$ cat src/rtl/spi_sync_slave.sv
// SPI mode-0 slave front end: oversamples SCLK/SS/MOSI in the clk domain and
// decodes 16-bit command/data frames into clk-synchronous register strobes.
module spi_sync_slave #(
    parameter int SYNCSTAGES = 2
) (
    input  logic       clk,
    input  logic       reset,
    input  logic       ss,
    input  logic       sclk,
    input  logic       mosi,
    input  logic [7:0] rddata,
    output logic       miso,
    output logic       spioe,
    output logic [3:0] addr,
    output logic [7:0] wrtdata,
    output logic       we,
    output logic       rdt,
    output logic       abort
);

    typedef enum logic [1:0] {IDLE, CMD, DATA, DONE} state_t;

    logic [SYNCSTAGES-1:0] ss_sync_q, sclk_sync_q, mosi_sync_q, settle_q;
    logic                  ss_s, sclk_s, mosi_s;
    logic                  ss_dly_q, sclk_dly_q;
    logic                  rise_q, fall_q, ss_rise_q, ss_fall_q;
    logic                  armed_q, w_q;
    state_t                state_q;
    logic [4:0]            cnt_q;
    logic [6:0]            rx_q;
    logic [7:0]            rx_d, tx_q;
    logic [3:0]            addr_q;
    logic [7:0]            wrtdata_q;
    logic                  we_q, rdt_q, abort_q;

    assign ss_s   = ss_sync_q[SYNCSTAGES-1];
    assign sclk_s = sclk_sync_q[SYNCSTAGES-1];
    assign mosi_s = mosi_sync_q[SYNCSTAGES-1];
    assign rx_d   = {rx_q, mosi_s};

    // Synchronizers, then edge pulses registered once more before the FSM.
    always_ff @(posedge clk) begin
        if (reset) begin
            ss_sync_q   <= '1;
            sclk_sync_q <= '0;
            mosi_sync_q <= '0;
            settle_q    <= '0;
            ss_dly_q    <= 1'b1;
            sclk_dly_q  <= 1'b0;
            rise_q      <= 1'b0;
            fall_q      <= 1'b0;
            ss_rise_q   <= 1'b0;
            ss_fall_q   <= 1'b0;
        end else begin
            ss_sync_q   <= {ss_sync_q[SYNCSTAGES-2:0], ss};
            sclk_sync_q <= {sclk_sync_q[SYNCSTAGES-2:0], sclk};
            mosi_sync_q <= {mosi_sync_q[SYNCSTAGES-2:0], mosi};
            settle_q    <= {settle_q[SYNCSTAGES-2:0], 1'b1};
            ss_dly_q    <= ss_s;
            sclk_dly_q  <= sclk_s;
            rise_q      <= sclk_s & ~sclk_dly_q;
            fall_q      <= ~sclk_s & sclk_dly_q;
            ss_rise_q   <= ss_s & ~ss_dly_q;
            ss_fall_q   <= ~ss_s & ss_dly_q;
        end
    end

    always_ff @(posedge clk) begin
        if (reset) begin
            state_q   <= IDLE;
            armed_q   <= 1'b0;
            w_q       <= 1'b0;
            cnt_q     <= '0;
            rx_q      <= '0;
            tx_q      <= '0;
            addr_q    <= '0;
            wrtdata_q <= '0;
            we_q      <= 1'b0;
            rdt_q     <= 1'b0;
            abort_q   <= 1'b0;
        end else begin
            we_q    <= 1'b0;
            rdt_q   <= 1'b0;
            abort_q <= 1'b0;
            // Only arm once the flushed synchronizer shows ss high, so a frame
            // already in flight when reset releases is never picked up halfway.
            if (!armed_q && settle_q[SYNCSTAGES-1] && ss_s)
                armed_q <= 1'b1;
            // rddata gets one clk to settle on the new addr before capture.
            if (rdt_q)
                tx_q <= rddata;
            else if (state_q == DATA && fall_q && cnt_q > 5'd8)
                tx_q <= {tx_q[6:0], 1'b0};

            case (state_q)
                IDLE: begin
                    if (ss_fall_q && armed_q) begin
                        state_q <= CMD;
                        cnt_q   <= '0;
                        rx_q    <= '0;
                        tx_q    <= '0;
                    end
                end
                CMD: begin
                    if (rise_q) begin
                        rx_q  <= rx_d[6:0];
                        cnt_q <= cnt_q + 5'd1;
                        if (cnt_q == 5'd7) begin
                            addr_q  <= rx_d[3:0];
                            w_q     <= rx_q[6];
                            rdt_q   <= 1'b1;
                            state_q <= DATA;
                        end
                    end
                    if (ss_rise_q) begin
                        abort_q <= 1'b1;
                        state_q <= IDLE;
                    end
                end
                DATA: begin
                    if (rise_q) begin
                        rx_q  <= rx_d[6:0];
                        cnt_q <= cnt_q + 5'd1;
                        if (cnt_q == 5'd15) begin
                            state_q <= DONE;
                            if (w_q) begin
                                wrtdata_q <= rx_d;
                                we_q      <= 1'b1;
                            end
                        end
                    end
                    if (ss_rise_q) begin
                        if (!(rise_q && cnt_q == 5'd15))
                            abort_q <= 1'b1;
                        state_q <= IDLE;
                    end
                end
                DONE: begin
                    if (ss_rise_q)
                        state_q <= IDLE;
                end
                default: state_q <= IDLE;
            endcase
        end
    end

    assign miso    = (state_q == DATA) & tx_q[7];
    assign spioe   = ~ss_s;
    assign addr    = addr_q;
    assign wrtdata = wrtdata_q;
    assign we      = we_q;
    assign rdt     = rdt_q;
    assign abort   = abort_q;

endmodule

$ cat config.mk
export PLATFORM = sky130hd
export DESIGN_NAME = spi_sync_slave
export DESIGN_NICKNAME = d
export VERILOG_FILES = /design/src/rtl/spi_sync_slave.sv
export SDC_FILE = /design/constraint.sdc
export NUM_CORES = 1
export LEC_CHECK = 0
export ABC_AREA = 1
export ABC_CLOCK_PERIOD_IN_PS = 3100
export CORE_MARGIN = 8
export CORE_UTILIZATION = 30
export DETAILED_ROUTE_END_ITERATION = 12
export GPL_TIMING_DRIVEN = 0
export REMOVE_ABC_BUFFERS = 1
export SLEW_MARGIN = 15
export SYNTH_ARGS = -nofsm -noshare
export SYNTH_HDL_FRONTEND = slang
export SYNTH_SLANG_ARGS = --single-unit
$ cat constraint.sdc
create_clock -name clk -period 3.1 [get_ports clk]
set_input_delay 0.62 -clock clk [delete_from_list [all_inputs] [get_ports clk]]
set_output_delay 0.62 -clock clk [all_outputs]
set_load 0.1 [all_outputs]
# After elaboration in Yosys (flattened, before gate mapping)
# Cells that the tools add are included.
[totals]
ff_bits = 53
latchBits = 0
ram_bits = 0
rom_bits = 0
output_inout_bits = 17
word_cells = 91
memories = 0
[classes]
add_sub_neg = 1
multipliers = 0
n_div = 0
n_lt_le_gt_ge = 1
eq_ne = 12
shifts = 0
muxes = 26
n_bitwise = 13
n_reduce_logical = 16
[ops]
columns = ["cell", "count"]
rows = [
  ["8-bit two-way mux", 4],
  ["2-bit two-way mux", 8],
  ["7-bit two-way mux", 2],
  ["7-bit one-hot mux with 2 select lines", 1],
  ["5-bit two-way mux", 2],
  ["5-bit one-hot mux with 2 select lines", 1],
  ["3-bit inequality test (second input constant)", 3],
  ["1-bit inverter", 8],
  ["2-bit one-hot mux with 4 select lines", 1],
  ["1-bit logical AND", 6],
  ["1-bit two-way mux", 6],
  ["3-bit AND reduction", 2],
  ["6-bit AND reduction", 1],
  ["5-bit by 1-bit adder with 5-bit output (second input constant)", 1],
  ["1-bit bitwise AND", 5],
  ["5-bit by 3-bit equality test with 1-bit output (second input constant)", 1],
  ["5-bit by 4-bit equality test with 1-bit output (second input constant)", 1],
  ["5-bit by 4-bit > comparator with 1-bit output (second input constant)", 1],
  ["2-bit equality test (second input constant)", 2],
  ["2-bit inequality test (second input constant)", 2],
  ["4-bit AND reduction", 1],
  ["4-bit OR reduction", 1],
  ["3-bit by 2-bit inequality test with 1-bit output (second input constant)", 1],
  ["3-bit OR reduction", 1],
  ["7 further kinds", 7],
]

# Depth between registers and ports, before layout
[depth]
depth_word = 7
depth_mapped = 10
depth_no_buf = 9

# Worst setup path before layout
# OpenSTA, ideal clock, no wires.
[synth_timing]
path_kind = "register to output"
start = "register state_q[0]"
end = "output miso"
t_arrival_ns = 1.303
required_time_ns = 2.480
path_slack_ns = 1.177
path_stages_with_launch = 5
path_cell_list = "dfxtp_1 inv_1 ha_1 nand2_1 inv_1"
[synth_via]
elab_chain_cells = 2
[synth_lines]
columns = ["element", "line_no", "source"]
rows = [
  ["start: declaration", "28", "state_t state_q;"],
  ["start signal: assignment", "70", "state_q <= IDLE;"],
  ["start signal: assignment", "98", "state_q <= CMD;"],
  ["start signal: assignment", "112", "state_q <= DATA;"],
  ["2-bit equality test", "147", "assign miso = (state_q == DATA) & tx_q[7];"],
  ["1-bit bitwise AND", "147", ""],
  ["end: declaration", "12", "output logic miso,"],
]
# Every way passes these cells.

# Final worst setup path
# Same ends and word-level chain as after synthesis.

==> results.sh <==
export IMPL_status="finished, final reports clean"
export IMPL_grt_pass1_wl_um=7370
export IMPL_hpwl_um=2890
export IMPL_yosysWarnings=0
export IMPL_cp_max_fo=7
export IMPL_hold_buffers=0
export IMPL_synth_top_family_by_area="simple AND/OR/NAND/NOR gates"
export IMPL_synth_edf_count=0
export IMPL_syn_inst=270
export IMPL_slowest_stage="clkdlybuf4s50_1"
export IMPL_timing_fmax_mhz=340
export IMPL_fin_setup_tns_ps=0
export IMPL_synth_area_leaders="dfxtp_1, nor2_1, nand2_1"
export IMPL_setup_viol=0
export IMPL_clockRootBuffer="clkbuf_8"
export IMPL_io_buffer_count=29
export IMPL_synth_xor_area_frac=0
export IMPL_grt_pass1_vias=1667
export IMPL_hold_path_class="flip-flop to flip-flop"
export IMPL_clk_pin_slew_ps=100
export IMPL_holdWs_ps=407
export IMPL_fin_worst_skew_ps=7.22
export IMPL_htreeDepth=2
export IMPL_dr_total_vias=1726
export IMPL_die_w_um=100
export IMPL_wl_um=4170
export IMPL_gp_congestion=0.802
export IMPL_power_density_mw_per_mm2=598
export IMPL_antenna_found_initial=0
export IMPL_io_pins=30
export IMPL_viasPerCell=4.39
export IMPL_cap_violations=0
export IMPL_cts_resized=0
export IMPL_synth_seq_cells=53
export IMPL_yosys_cell_types_count=23
export IMPL_first_pass_iters=5
export IMPL_die_h_um=100
export IMPL_synth_area_leader_cell="dfxtp_1"
export IMPL_crit_chain="inv_1 -> ha_1 -> nand2_1 -> inv_1 -> clkdlybuf4s50_1"
export IMPL_yosysMostFrequentCell="dfxtp_1"
export IMPL_fill_cells=705
export IMPL_ant_nets=0
export IMPL_cts_tree="yes"
export IMPL_async_reset_ff_frac=0
export IMPL_grt_setup_unrepaired="false"
export IMPL_hold_viol=0
export IMPL_syn_area_mm2=0.00214
export IMPL_grt_overflow_total=0
export IMPL_nets=318
export IMPL_drc=0
export IMPL_path_buf_inv=3
export IMPL_synth_top_cells_by_count="dfxtp_1, nor2_1, nand2_1, inv_1, a21oi_1"
export IMPL_wire_per_inst_um=10.6
export IMPL_postCtsSetupRepairBufs=0
export IMPL_dieArea_mm2=0.0101
export IMPL_clockBufferDepth=2
export IMPL_postSynthAreaPerCell_um2=7.93
export IMPL_grt_max_degree=25
export IMPL_power_leakage_nw=1.06
export IMPL_start_util=0.312
export IMPL_synth_top_cell_area_share=0.496
export IMPL_cp_end_kind="output pin"
export IMPL_fp_coreArea_mm2=0.00687
export IMPL_synthAdderAreaFrac=0.0468
export IMPL_required_ps=2480
export IMPL_diodes=0
export IMPL_finalCritPeriodShare=0.949
export IMPL_syn_to_final_growth_pct=21.6
export IMPL_cts_buffers=5
export IMPL_synth_compound_area_share=0.150
export IMPL_cpPeakStageDelay_ps=1120
export IMPL_cpLargestDelayFamily="buffers and inverters"
export IMPL_yosysSeqAreaShare=0.496
export IMPL_critPathKind="flip-flop to output pin"
export IMPL_irDropWorstVdd_mv=0.264
export IMPL_cts_sinks=53
export IMPL_seq_area_mm2=0.00106
export IMPL_synthMuxAreaShare=0
export IMPL_drive_gt1_frac=0.0572
export IMPL_synth_simple_area_share=0.230
export IMPL_worstPathArrival_ps=2320
export IMPL_worst_slew_pin_slew_ps=974
export IMPL_multiInputGateArea_um2=912
export IMPL_start_kind="flip-flop"
export IMPL_grt_usage=0.0894
export IMPL_drt_iter0_markers=94
export IMPL_clk_latency_ps=310
export IMPL_crit_top_cell="inv_1"
export IMPL_min_period_ps=2940
export IMPL_max_slew_margin=0.349
export IMPL_synth_top_flop_cell="dfxtp_1"
export IMPL_rows=30
export IMPL_drv_slew=0
-- flip-flops by register name, indices dropped and copies added (netlist names) --
| register | flops |
|---|---|
| fall_q | 1 |
| ss_dly_q | 1 |
| ss_rise_q | 1 |
| settle_q | 2 |
| wrtdata | 8 |
| addr | 4 |
| we | 1 |
| rdt | 1 |
| cnt_q | 5 |
| tx_q | 8 |
| sclk_sync_q | 2 |
| ss_fall_q | 1 |
| w_q | 1 |
| state_q | 2 |
| abort | 1 |
| mosi_sync_q | 2 |
| armed_q | 1 |
| sclk_dly_q | 1 |
| rx_q | 7 |
| rise_q | 1 |
| ss_sync_q | 2 |
-- worst paths after layout --
check / start / end / slack (ps) / depth (start not counted)
min: settle_q[0]$_DFF_P_ / settle_q[1]$_SDFF_PP0_ / 410 / 2
min reg2reg: settle_q[0]$_DFF_P_ / settle_q[1]$_SDFF_PP0_ / 410 / 2
max: state_q[0]$_SDFFE_PP0P_ / miso / 160 / 5
max reg2reg: state_q[0]$_SDFFE_PP0P_ / cnt_q[3]$_SDFFE_PP0P_ / 1110 / 7
-- tightest hold or removal path: stages, from the launching register on --
cell and delay, ps:
dfxtp_1 310, inv_1 40, nor2_1 30
-- logic make-up after synthesis --
kind of cell / after synthesis
compound gates: 60
fa+ha+maj: 8
buf+inv: 39
flops: 53
simple gates: 110
-- placed cells by master (no fill, tap or decap), drive strengths merged --
cell type	n
o21ai	26
nand3b	2
nor2	43
nor3	13
ha	8
bufinv	1
clkbuf	5
nand4	3
clkdlybuf4s50	29
nand2	42
a31oi	7
nand3	5
inv	31
dfxtp	53
a21oi	27
or2	2
-- area by class of cell --
type / instances / share of cell area
clock buffer: 5 / 0.0264
timing repair buffer: 29 / 0.111
clock inverter: 2 / 0.0149
inverter: 30 / 0.0432
tap: 96 / 0.0461
multi-input combinational: 178 / 0.350
sequential: 53 / 0.407
-- power breakdown --
part	leakage, nW	switching [mW]	internal (mW)
clock	0.0546	0.231	0.239
combinational	0.575	0.214	0.120
sequential	0.431	0.0313	0.721
-- layer usage --
metal | GRT usage | part of all wire | vias to the layer above
met5 | 0 | 0 | -
met4 | 0.0337 | 0.011 | 0
met3 | 0.0338 | 0.058 | 5
met2 | 0.132 | 0.42 | 29
met1 | 0.115 | 0.51 | 767
li1 | - | - | 925
-- metrics by stage --
step	instances	total power [mW]	util	setup WS, ps	instance area, µm²
after floorplan	261	1.02	-	1180	2090
after global placement	386	1.10	0.363	156	2500
after detailed placement	386	1.10	0.363	209	2500
after CTS	393	1.57	0.379	131	2600
after global routing	393	1.65	0.379	43.4	2600
final	393	1.56	0.379	157	2600
(Power assumes the default switching activity.)
